--- config.mk ---
export PLATFORM = sky130hd
export DESIGN_NAME = fifo_param_ctrl
export DESIGN_NICKNAME = d
export VERILOG_FILES = /design/src/rtl/fifo_pkg.sv /design/src/rtl/fifo_mem.sv /design/src/rtl/fifo_param_ctrl.sv
export SDC_FILE = /design/constraint.sdc
export NUM_CORES = 1
export LEC_CHECK = 0
export CORE_MARGIN = 5
export CORE_UTILIZATION = 50
export DETAILED_ROUTE_END_ITERATION = 10
export GPL_TIMING_DRIVEN = 0
export PLACE_DENSITY = 0.72
export SLEW_MARGIN = 20
export SYNTH_ARGS = -nofsm -noshare
export SYNTH_HDL_FRONTEND = slang
export SYNTH_HIERARCHICAL = 1
export SYNTH_SLANG_ARGS = --single-unit
--- constraint.sdc ---
create_clock -name clk -period 4.15 [get_ports clk]
set_input_delay 1.0375 -clock clk [delete_from_list [all_inputs] [get_ports clk]]
set_output_delay 1.0375 -clock clk [all_outputs]
set_load 0.05 [all_outputs]
--- src/rtl/fifo_pkg.sv ---
// Shared definitions for the parametrised FIFO: one-hot control states.
package fifo_pkg;

    localparam int STATE_W = 5;

    localparam logic [STATE_W-1:0] ST_RESET  = 5'b00001;
    localparam logic [STATE_W-1:0] ST_INIT   = 5'b00010;
    localparam logic [STATE_W-1:0] ST_IDLE   = 5'b00100;
    localparam logic [STATE_W-1:0] ST_ACTIVE = 5'b01000;
    localparam logic [STATE_W-1:0] ST_ERROR  = 5'b10000;

    typedef enum logic [STATE_W-1:0] {
        S_RESET  = ST_RESET,
        S_INIT   = ST_INIT,
        S_IDLE   = ST_IDLE,
        S_ACTIVE = ST_ACTIVE,
        S_ERROR  = ST_ERROR
    } state_t;

endpackage

--- src/rtl/fifo_mem.sv ---
// Storage array for the FIFO: one write port, one registered read port.
module fifo_mem #(
    parameter int DATA_WIDTH = 12,
    parameter int ADDR_WIDTH = 3
) (
    input  logic                  clk,
    input  logic                  reset,
    input  logic                  wr_en,
    input  logic [ADDR_WIDTH-1:0] wr_addr,
    input  logic [DATA_WIDTH-1:0] wr_data,
    input  logic                  rd_en,
    input  logic [ADDR_WIDTH-1:0] rd_addr,
    output logic [DATA_WIDTH-1:0] rd_data,
    output logic                  rd_vld
);

    localparam int DEPTH = 2 ** ADDR_WIDTH;

    logic [DATA_WIDTH-1:0] mem [DEPTH];

    always_ff @(posedge clk) begin
        if (wr_en)
            mem[wr_addr] <= wr_data;
    end

    // Read port: a same-edge write to rd_addr is not visible, so the oldest word leaves first
    always_ff @(posedge clk) begin
        if (reset) begin
            rd_data <= '0;
            rd_vld  <= 1'b0;
        end else begin
            rd_vld <= rd_en;
            if (rd_en)
                rd_data <= mem[rd_addr];
        end
    end

endmodule

--- src/rtl/fifo_param_ctrl.sv ---
// Parametrised synchronous FIFO with programmable thresholds, sticky error flags and control FSM.
module fifo_param_ctrl
    import fifo_pkg::*;
#(
    parameter int DATA_WIDTH = 12,
    parameter int ADDR_WIDTH = 3
) (
    input  logic                  clk,
    input  logic                  reset,
    input  logic                  init,
    input  logic [ADDR_WIDTH:0]   init_full,
    input  logic [ADDR_WIDTH:0]   init_empty,
    input  logic                  push,
    input  logic                  pop,
    input  logic [DATA_WIDTH-1:0] data_in,
    output logic [DATA_WIDTH-1:0] data_out,
    output logic                  valid_out,
    output logic                  full,
    output logic                  empty,
    output logic                  almost_full,
    output logic                  almost_empty,
    output logic                  overflow,
    output logic                  underflow,
    output logic [ADDR_WIDTH:0]   fill_count,
    output logic [STATE_W-1:0]    state
);

    localparam int CNT_W = ADDR_WIDTH + 1;
    localparam logic [CNT_W-1:0] DEPTH = CNT_W'(2 ** ADDR_WIDTH);

    function automatic logic [CNT_W-1:0] clamp_thr(input logic [CNT_W-1:0] t);
        return (t > DEPTH) ? DEPTH : t;
    endfunction

    state_t                state_q, state_d;
    logic [ADDR_WIDTH-1:0] wr_ptr, rd_ptr;
    logic [CNT_W-1:0]      count;
    logic [CNT_W-1:0]      thr_full, thr_empty;
    logic                  ovf_q, unf_q;

    logic live, push_ok, pop_ok, ovf_evt, unf_evt;

    assign live    = (state_q == S_IDLE) || (state_q == S_ACTIVE);
    assign pop_ok  = live && pop && (count != '0);
    // A full FIFO still takes a push when a pop frees the slot on the same edge
    assign push_ok = live && push && ((count < DEPTH) || pop_ok);
    assign ovf_evt = live && push && !push_ok;
    assign unf_evt = live && pop && (count == '0);

    always_ff @(posedge clk) begin
        if (reset)
            state_q <= S_RESET;
        else
            state_q <= state_d;
    end

    always_comb begin
        state_d = state_q;
        unique case (state_q)
            S_RESET:  state_d = S_INIT;
            S_INIT:   state_d = init ? S_INIT : S_IDLE;
            S_IDLE: begin
                if (ovf_evt || unf_evt)
                    state_d = S_ERROR;
                else if (push || pop)
                    state_d = S_ACTIVE;
            end
            S_ACTIVE: begin
                if (ovf_evt || unf_evt)
                    state_d = S_ERROR;
                else if ((count == '0) && !push)
                    state_d = S_IDLE;
            end
            S_ERROR:  state_d = S_ERROR;
            default:  state_d = S_RESET;
        endcase
        if (init && (state_q != S_RESET))
            state_d = S_INIT;
    end

    always_ff @(posedge clk) begin
        if (reset) begin
            wr_ptr    <= '0;
            rd_ptr    <= '0;
            count     <= '0;
            ovf_q     <= 1'b0;
            unf_q     <= 1'b0;
            thr_full  <= DEPTH - CNT_W'(2);
            thr_empty <= CNT_W'(1);
        end else if (state_q == S_INIT) begin
            wr_ptr    <= '0;
            rd_ptr    <= '0;
            count     <= '0;
            ovf_q     <= 1'b0;
            unf_q     <= 1'b0;
            thr_full  <= clamp_thr(init_full);
            thr_empty <= clamp_thr(init_empty);
        end else begin
            if (push_ok)
                wr_ptr <= wr_ptr + 1'b1;
            if (pop_ok)
                rd_ptr <= rd_ptr + 1'b1;
            if (push_ok && !pop_ok)
                count <= count + CNT_W'(1);
            else if (pop_ok && !push_ok)
                count <= count - CNT_W'(1);
            if (ovf_evt)
                ovf_q <= 1'b1;
            if (unf_evt)
                unf_q <= 1'b1;
        end
    end

    fifo_mem #(
        .DATA_WIDTH(DATA_WIDTH),
        .ADDR_WIDTH(ADDR_WIDTH)
    ) u_mem (
        .clk     (clk),
        .reset   (reset),
        .wr_en   (push_ok),
        .wr_addr (wr_ptr),
        .wr_data (data_in),
        .rd_en   (pop_ok),
        .rd_addr (rd_ptr),
        .rd_data (data_out),
        .rd_vld  (valid_out)
    );

    assign full         = (count == DEPTH);
    assign empty        = (count == '0);
    assign almost_full  = (count >= thr_full);
    assign almost_empty = (count <= thr_empty);
    assign overflow     = ovf_q;
    assign underflow    = unf_q;
    assign fill_count   = count;
    assign state        = state_q;

endmodule

==> results.toml <==
[status]
status = "finished, final reports clean"

[worst_setup_path]
cp_slowest_stage_delay_ps = 850
path_delay_family = "buffers and inverters"
slowest_stage = "clkdlybuf4s50_1"
crit_top_cell = "o21a_1"
cp.required_ps = 3110
endpoint_kind = "output port"
worstSetupPathType = "reg -> out"
critPathLaunchType = "flip-flop"
path_buf_inv = 1
path_cells = "ha_1 > nor2b_1 > o21a_1 > o21a_1 > o21ai_0 > clkdlybuf4s50_1"
worst_ep_arrival_time_ps = 2740
cp_max_fo = 8

[logic_synthesis]
synth_top_cell_by_area = "edfxtp_1"
ys_top_cells_by_count = "edfxtp_1, dfxtp_1, nor2_1, mux2i_1, mux2_2"
ys_seq_area_frac = 0.646
ys_warn_count = 6
synth.distinct_cells = 53
yosys.area.top_type_share = 0.511
synth_edf_count = 96
async_reset_ff_frac = 0
ys_top_cells_by_area = "edfxtp_1, dfxtp_1, mux2i_1"
syn-num-nets = 437
yosysMostFrequentCell = "edfxtp_1"
synthCells = 398
synth_area_mm2 = 0.00564
ys_ff_latch = 134
synth.avg_cell_area_um2 = 14.2
synth_ff_type = "edfxtp_1"

[power_and_ir_drop]
combPwrFrac = 0.034
clockPowerShare = 0.476
ir_worst_vdd_uv = 290
seq_power_share = 0.490
switching_share = 0.201
internal_power_w = 0.00235
leakagePower_nw = 2.38
powerDensity_mw_per_mm2 = 424
power_switching_w = 0.000593

[routing]
totalWireLength_um = 12200
drc_errors = 0
drt-initial-drc-count = 240
ant_nets = 0
routed-via-count = 3505
wl_per_cell_um = 19.5
viasPerCell = 5.63
first_pass_iters = 4

[floorplanning]
core_mm2 = 0.0109
dieArea_mm2 = 0.0135
die_y_um = 116
pin_count = 53
rows = 38
die_w_um = 116
start_util = 0.516

[cells_and_area]
drive_above_1_share = 0.180
regArea_mm2 = 0.00364
fillCellCount = 810
final_cells = 623
utilization = 0.635
multi_input_comb_area_mm2 = 0.00184
nNetsFinal = 510
antenna_cells = 0
syn2layout_area_growth_pct = 23.1

[timing]
period_needed_ps = 3780
timing.final.crit_share = 0.911
maxSlewViolCount = 0
rsz0062_at_grt = "no"
finalSetupViolCount = 0
worst_pin_slew_ps = 904
report.final.hold_viol_count = 0
relSlewSlack = 0.397
skew_ps = 8.07
fmax_ghz = 0.265

[clock_network]
cts_hold_buf = 0
path_clk_slew_ps = 50
cts_buffers = 17
clk_latency_ps = 400
clockBufferDepth = 2
post_cts_resized = 0
cts_root_buf = "clkbuf_16"
cts_tree = "done"
cts_setup_buffers = 0
clock_sinks = 134
ctsHtreeMaxLevel = 4

[run]
drv_cap = 0

[global_routing]
grt_max_degree = 17
antenna_found_initial = 0
overflow = 0
grt_pass1_vias = 3590
grt_pass1_wl_um = 19300
groute.usage.overall = 0.194

[placement]
post-place-cells = 592
port_buffers = 52
gp_congestion = 0.821
hpwl_um = 7910

[min_path]
hold_class = "reg -> reg"
## cell usage in the layout (no fill, tap or decap), types with 3 or more instances in the layout
cell type,n
a211oi_2,8
or3b_2,3
nand2b_1,5
clkinv_1,4
mux2i_1,31
clkbuf_16,17
xor2_1,4
buf_4,3
clkinvlp_4,4
a221o_1,12
o311ai_0,3
clkbuf_1,8
dfxtp_1,38
nor3_1,3
inv_1,20
a21oi_1,8
a211oi_1,5
clkdlybuf4s50_1,52
edfxtp_1,96
mux2_2,24
nor2_2,6
a21o_1,4
o21a_1,4
o22ai_1,11
ha_1,13
nor2b_1,4
nand2_1,12
nand3_1,3
nor2_1,31
## path summary, 6_finish.rpt
check / endpoint / cells past startpoint / startpoint / slack (ps)
setup / recovery: almost_empty / 6 / fill_count[1] / 370
hold / removal: thr_full[0] / 2 / thr_full[0] / 460
setup reg to reg: u_mem/rd_data[4] / 6 / state[1] / 1270
hold reg to reg: thr_full[0] / 2 / thr_full[0] / 460
## cells by family (layout without fill, tap and decap cells)
| group | after synthesis | in the layout | share of synthesized area |
|---|---|---|---|
| compound gates | 70 | 70 | 0.104 |
| buf+inv | 37 | 122 | 0.0326 |
| fa+ha+maj | 14 | 14 | 0.0324 |
| flops | 134 | 134 | 0.646 |
| mux | 55 | 55 | 0.103 |
| simple gates | 82 | 82 | 0.0718 |
| xor+xnor | 6 | 6 | 0.0106 |
## per-layer routing
layer | vias up | track usage | wire (um)
met1 | 1740 | 0.268 | 5380
met5 | - | 0 | 0
met3 | 8 | 0.0415 | 762
met2 | 93 | 0.298 | 5890
li1 | 1664 | - | -
met4 | 0 | 0.0812 | 123
## power by group through the flow
| stage | Sequential (W) | Combinational, W | Clock (W) |
|---|---|---|---|
| floorplan | 0.00148 | 0.0000399 | 0 |
| global placement | 0.00147 | 0.0000965 | 0 |
| detailed placement | 0.00147 | 0.000100 | 0 |
| CTS | 0.00144 | 0.000100 | 0.00143 |
| global route | 0.00144 | 0.000109 | 0.00150 |
| finish | 0.00144 | 0.0000998 | 0.00140 |
## cell type report
class	count	share of cell area
Inverter	20	0.0108
Multi-Input combinational cell	227	0.265
Clock buffer	17	0.0613
Clock inverter	14	0.0196
Timing Repair Buffer	54	0.0776
Tap cell	140	0.0252
Buffer	17	0.0157
Sequential cell	134	0.525
## stage by stage
stage	setup slack, ps	TNS (ps)	hold WS (ps)	area [um2]	power (W)
after floorplan	485	0	432	5640	0.00152
after global placement	-39.8	-470	447	6340	0.00157
after detailed placement	49.1	0	451	6380	0.00157
after CTS	352	0	459	6950	0.00297
after global routing	237	0	474	6950	0.00305
final	371	0	460	6950	0.00295
## worst register-to-register path: stages, from the launching register on
cell and delay [ps]:
dfxtp_1 370, nor4b_1 660, nand3b_1 300, inv_1 110, clkbuf_1 400, clkbuf_1 720, a211oi_2 160
## flip-flops by register name, indices dropped and copies added (netlist names)
| signal | count |
|---|---|
| fill_count | 4 |
| state | 5 |
| thr_empty | 4 |
| wr_ptr | 3 |
| overflow | 1 |
| u_mem/mem | 96 |
| thr_full | 4 |
| u_mem/rd_vld | 1 |
| u_mem/rd_data | 12 |
| underflow | 1 |
| rd_ptr | 3 |
(Power assumes the default switching activity.)
